--- src/rtl/pwm.sv ---
// Left-aligned PWM generator with a free-running period counter and a
// shadowed duty value that only changes at period boundaries.
module pwm #(
    parameter int WIDTH = 11
) (
    input  logic             clk,
    input  logic             rst,
    input  logic             en,
    input  logic [WIDTH-1:0] dutycycle,
    output logic             out
);

    localparam logic [WIDTH-1:0] CNT_LAST = {WIDTH{1'b1}};

    logic [WIDTH-1:0] cnt;
    logic [WIDTH-1:0] duty_q;

    // duty_q tracks the input while in reset and is otherwise captured on the
    // last count of a period, so mid-period input changes never glitch out.
    always_ff @(posedge clk) begin
        if (!rst) begin
            cnt    <= '0;
            duty_q <= dutycycle;
            out    <= 1'b0;
        end else begin
            cnt <= cnt + 1'b1;
            if (cnt == CNT_LAST) begin
                duty_q <= dutycycle;
            end
            out <= en && (cnt < duty_q);
        end
    end

endmodule

--- config.mk ---
export PLATFORM = sky130hd
export DESIGN_NAME = pwm
export DESIGN_NICKNAME = d
export VERILOG_FILES = /design/src/rtl/pwm.sv
export SDC_FILE = /design/constraint.sdc
export NUM_CORES = 1
export LEC_CHECK = 0
export ABC_AREA = 1
export CORE_MARGIN = 5
export CORE_UTILIZATION = 53
export DETAILED_ROUTE_END_ITERATION = 7
export HOLD_SLACK_MARGIN = 0.12
export PLACE_DENSITY = 0.78
export SYNTH_ARGS = -nofsm -noshare
export SYNTH_HDL_FRONTEND = slang
export SYNTH_SLANG_ARGS = --single-unit
--- constraint.sdc ---
create_clock -name clk -period 2.05 [get_ports clk]
set_clock_uncertainty 0.15 [all_clocks]
set_input_delay 0.41 -clock clk [delete_from_list [all_inputs] [get_ports clk]]
set_output_delay 0.41 -clock clk [all_outputs]
set_load 0.05 [all_outputs]
# Yosys cells after proc, flatten, opt, wreduce, memory -nomap -nowiden
# Cells that the tools add are included.
dict set report word_totals {
  elab_cells 10
  latch_bits 0
  ram_bits 0
  ff_bits 23
  mem_bits_ro 0
  output_inout_bits 1
  memories 0
}
dict set report op_classes {
  n_mul 0
  n_addsub 1
  eq_ne 2
  mux 2
  magnitude_cmp 1
  shift 0
  n_div 0
  bitwise 0
  n_reduce_logical 1
}
# op n
set ops {}
lappend ops {{two-way mux 11 bit} 2}
lappend ops {{adder 11 x 1 -> 11 bit (second input constant)} 1}
lappend ops {{equality test 11 bit (second input constant)} 1}
lappend ops {{less-than comparator 11 bit} 1}
lappend ops {{inequality test 2 x 1 -> 1 bit (second input constant)} 1}
lappend ops {{logical AND 1 bit} 1}

# Logic depth before layout (Yosys ltp)
dict set report logic_depth {
  word_depth 3
  ltp_mapped 9
  mapped_depth_nobuf 9
}

# Worst setup path after synthesis
# Ideal clock, no wire load.
dict set report synth_path {
  kind {register to register}
  startpoint {reg cnt[0]}
  endpoint {reg duty_q[0] (enable)}
  stages_incl_launch_ff 6
  path_buffers 0
  slack_ns 0.456
  period_less_slack_ns 1.594
  arrival_time_ns 1.096
  path_cell_list {dfxtp_1 > ha_1 > nand3_2 > inv_1 > nand3_1 > nand2_1}
}
dict set report synth_between {
  elab_chain_len 2
}
# element line
set synth_lines {}
lappend synth_lines {{start, declared} 15} ;# logic [WIDTH-1:0] cnt;
lappend synth_lines {{start signal, assigned} 26} ;# cnt <= cnt + 1'b1;
lappend synth_lines {{equality test 11 bit} 27} ;# if (cnt == CNT_LAST) begin
lappend synth_lines {{inequality test 2 x 1 -> 1 bit (no source line)} -}
lappend synth_lines {{end signal, assigned} 23} ;# duty_q <= dutycycle;
lappend synth_lines {{end signal, assigned} 28} ;# duty_q <= dutycycle;
lappend synth_lines {{end, declared} 16} ;# logic [WIDTH-1:0] duty_q;
# Every way passes these cells.
# A chain may end at the register's enable or synchronous reset.

# Worst setup path in the final report
dict set report layout_path {
  startpoint {reg out}
  endpoint {out out}
}
# element line
set layout_rtl {}
lappend layout_rtl {{start, declared} 10} ;# output logic out
lappend layout_rtl {{start signal, assigned} 30} ;# out <= en && (cnt < duty_q);
# No word-level cell between the ends.

==> impl_metrics.env <==
export IMPL_path_buf_inv=1
export IMPL_layout_drive_gt1_share_pct=6.34
export IMPL_rows=16
export IMPL_clk_pin_slew_ns=0.13
export IMPL_wl_um=1840
export IMPL_leakage_nw=0.593
export IMPL_min_period_ns=2.00
export IMPL_drt_initial_drc_count=12
export IMPL_cts_hold_buf=0
export IMPL_min_to="cnt[10]"
export IMPL_yosys_warnings=0
export IMPL_relSlewSlack_pct=65.6
export IMPL_hold_violations=0
export IMPL_tightestPinTransition_ns=0.515
export IMPL_portBuffers=14
export IMPL_fp_coreArea_mm2=0.00198
export IMPL_clock_sinks=23
export IMPL_synthXorXnorAreaFrac_pct=2.35
export IMPL_die_w_um=55.9
export IMPL_synth_seq_area_share_pct=51.1
export IMPL_crit_slowest_cell="clkdlybuf4s50_1"
export IMPL_arrival_ns=1.44
export IMPL_synthCells=123
export IMPL_ios=15
export IMPL_final_cells=169
export IMPL_yosys_area_share_adder_pct=12.3
export IMPL_cts_resized=0
export IMPL_netlist_area_mm2=0.00112
export IMPL_cts_tree="done"
export IMPL_dr_total_vias=810
export IMPL_dp_cells=165
export IMPL_first_pass_iters=4
export IMPL_grt_overflow=0
export IMPL_path_class="reg2out"
export IMPL_areaGrowthSynthToFinish_pct=18.7
export IMPL_cp_end_kind="output pin"
export IMPL_synth_compound_area_share_pct=5.16
export IMPL_cts_max_path_buffers=2
export IMPL_hold_path_class="reg2reg"
export IMPL_finalCritPeriodShare_pct=97.7
export IMPL_synth_simple_gate_area_share_pct=21.3
export IMPL_ant_nets=0
export IMPL_rrSetupSlack_ns=0.18
export IMPL_slowest_delay_ns=0.79
export IMPL_maxCapViolCount=0
export IMPL_diodes=0
export IMPL_grt_setup_unrepaired="no"
export IMPL_yosysUniqueCellTypes=17
export IMPL_cp_cell_sequence="clkdlybuf4s50_1"
export IMPL_initial_core_util_pct=56.3
export IMPL_fmax_ghz=0.499
export IMPL_cp_start_kind="flop"
export IMPL_grt_pass1_vias=801
export IMPL_finalSetupViolations=0
export IMPL_cts_made_buffers=3
export IMPL_insertion_delay_ns=0.31
export IMPL_wl_per_cell_um=10.9
export IMPL_grt_pass1_wl_um=3270
export IMPL_via_per_inst=4.79
export IMPL_muxShareOfSynthArea_pct=0
export IMPL_worstPathRequired_ns=1.49
export IMPL_timing_rr_start="cnt[0]"
export IMPL_fin_nets=168
export IMPL_dpl_hpwl_um=1500
export IMPL_die_area_mm2=0.00312
export IMPL_timing_final_max_slew_violations=0
export IMPL_holdPathStages=2
export IMPL_cts_root_buf="clkbuf_4"
export IMPL_die_h_um=55.9
export IMPL_tns_ns=0
export IMPL_synth_top_family_by_area="simple AND/OR/NAND/NOR gates"
export IMPL_drc_errors=0
export IMPL_power_density_mw_per_mm2=601
export IMPL_antenna_found_initial=0
export IMPL_track_usage_pct=13.3
export IMPL_grt_start_max_net_pins=14
export IMPL_status="complete, no violations"
export IMPL_post_cts_buffers=0
export IMPL_reg2reg_depth=5
export IMPL_avgSynthCellArea_um2=9.07
export IMPL_synth_seq_cells=23
export IMPL_routabilityCongestion=0.758
export IMPL_setup_ws_ns=0.0477
export IMPL_min_delay_start="cnt[10]"
export IMPL_dp_slack_ns=0.216
export IMPL_path_max_fanout=1
export IMPL_htreeDepth=1
export IMPL_crit_family="buffers and inverters"
export IMPL_synthesis_nets=148
export IMPL_ir_worst_vdd_mv=0.459
export IMPL_r2r_end="duty_q[7]"
## logic make-up after synthesis
kind of cell | after synthesis
adder cells (fa/ha/maj) | 11
flip-flops | 23
XOR/XNOR | 3
AO/OA/AOI/OAI | 11
AND/OR/NAND/NOR | 52
buffers and inverters | 23
## area by class of cell
| type | instances | area [um^2] |
|---|---|---|
| timing repair buffer | 15 | 148 |
| clock buffer | 3 | 22.5 |
| clock inverter | 1 | 5.00 |
| inverter | 23 | 86.3 |
| tap | 27 | 33.8 |
| multi-input combinational | 77 | 459 |
| sequential | 23 | 571 |
| fill | 154 | 657 |
## synth_stat cells (all sizes together)
master | n | area, um^2
nand3 | 8 | 50.1
inv | 23 | 86.3
xor2 | 1 | 8.76
o21a | 1 | 7.51
ha | 11 | 138
xnor2 | 2 | 17.5
nand3b | 2 | 15.0
o21ai | 2 | 10.0
edfxtp | 11 | 330
nand2 | 23 | 86.3
nand4 | 2 | 12.5
dfxtp | 12 | 240
a21oi | 8 | 40.0
nor2 | 17 | 73.8
## layer usage
layer  global-route usage (%)  part of all wire, %  vias to the layer above
met5                        0                    0                        -
met4                     4.07                  1.1                        0
met3                     4.64                  4.4                        2
met2                     23.6                   49                       15
met1                     14.8                   45                      360
li1                         -                    -                      433
## per-stage QoR
stage | hold slack (ns) | cell area (um^2) | power, mW | utilization, %
floorplan | 0.291 | 1120 | 0.558 | -
global placement | 0.306 | 1300 | 0.595 | 65.5
detailed placement | 0.326 | 1300 | 0.600 | 65.5
CTS | 0.347 | 1330 | 0.805 | 66.9
global route | 0.390 | 1330 | 0.835 | 66.9
finish | 0.347 | 1330 | 0.796 | 66.9
## power by group
| part | internal (mW) | total (mW) | switching, mW | leakage, nW |
|---|---|---|---|---|
| Sequential | 0.500 | 0.510 | 0.00989 | 0.205 |
| Clock | 0.0730 | 0.207 | 0.134 | 0.0177 |
| Combinational | 0.0421 | 0.0785 | 0.0364 | 0.370 |
| Total | 0.616 | 0.796 | 0.181 | 0.593 |
## cell usage in the layout, fill, tap and decap left out, drive strengths merged
| master | n |
|---|---|
| inv | 23 |
| nand2 | 23 |
| nor2 | 17 |
| clkdlybuf4s50 | 14 |
| dfxtp | 12 |
| ha | 11 |
| edfxtp | 11 |
| a21oi | 8 |
| nand3 | 8 |
| clkbuf | 3 |
| nand3b | 2 |
| o21ai | 2 |
| xnor2 | 2 |
| nand4 | 2 |
| xor2 | 1 |
| o21a | 1 |
| clkinv | 1 |
| buf | 1 |
## registers in the layout, indices dropped and copies added (netlist names)
name,flops
out,1
cnt,11
duty_q,11
## tightest hold or removal path, cell delays in order, from the launching register on
cell and delay [ns]:
dfxtp_1 0.34, inv_1 0.07, a21oi_1 0.06
## worst max-delay path by stage
stage            from  cells after the start          to  slack [ns]
5_1_grt           out                      1         out        0.02
3_3_place_gp      rst                      2   duty_q[1]        0.30
3_5_place_dp   cnt[0]                      5  duty_q[10]        0.22
6_report          out                      1         out        0.05
4_1_cts           out                      1         out        0.04
2_1_floorplan  cnt[0]                      5   duty_q[0]        0.46
Note: power is estimated with default switching activity, not from simulation.
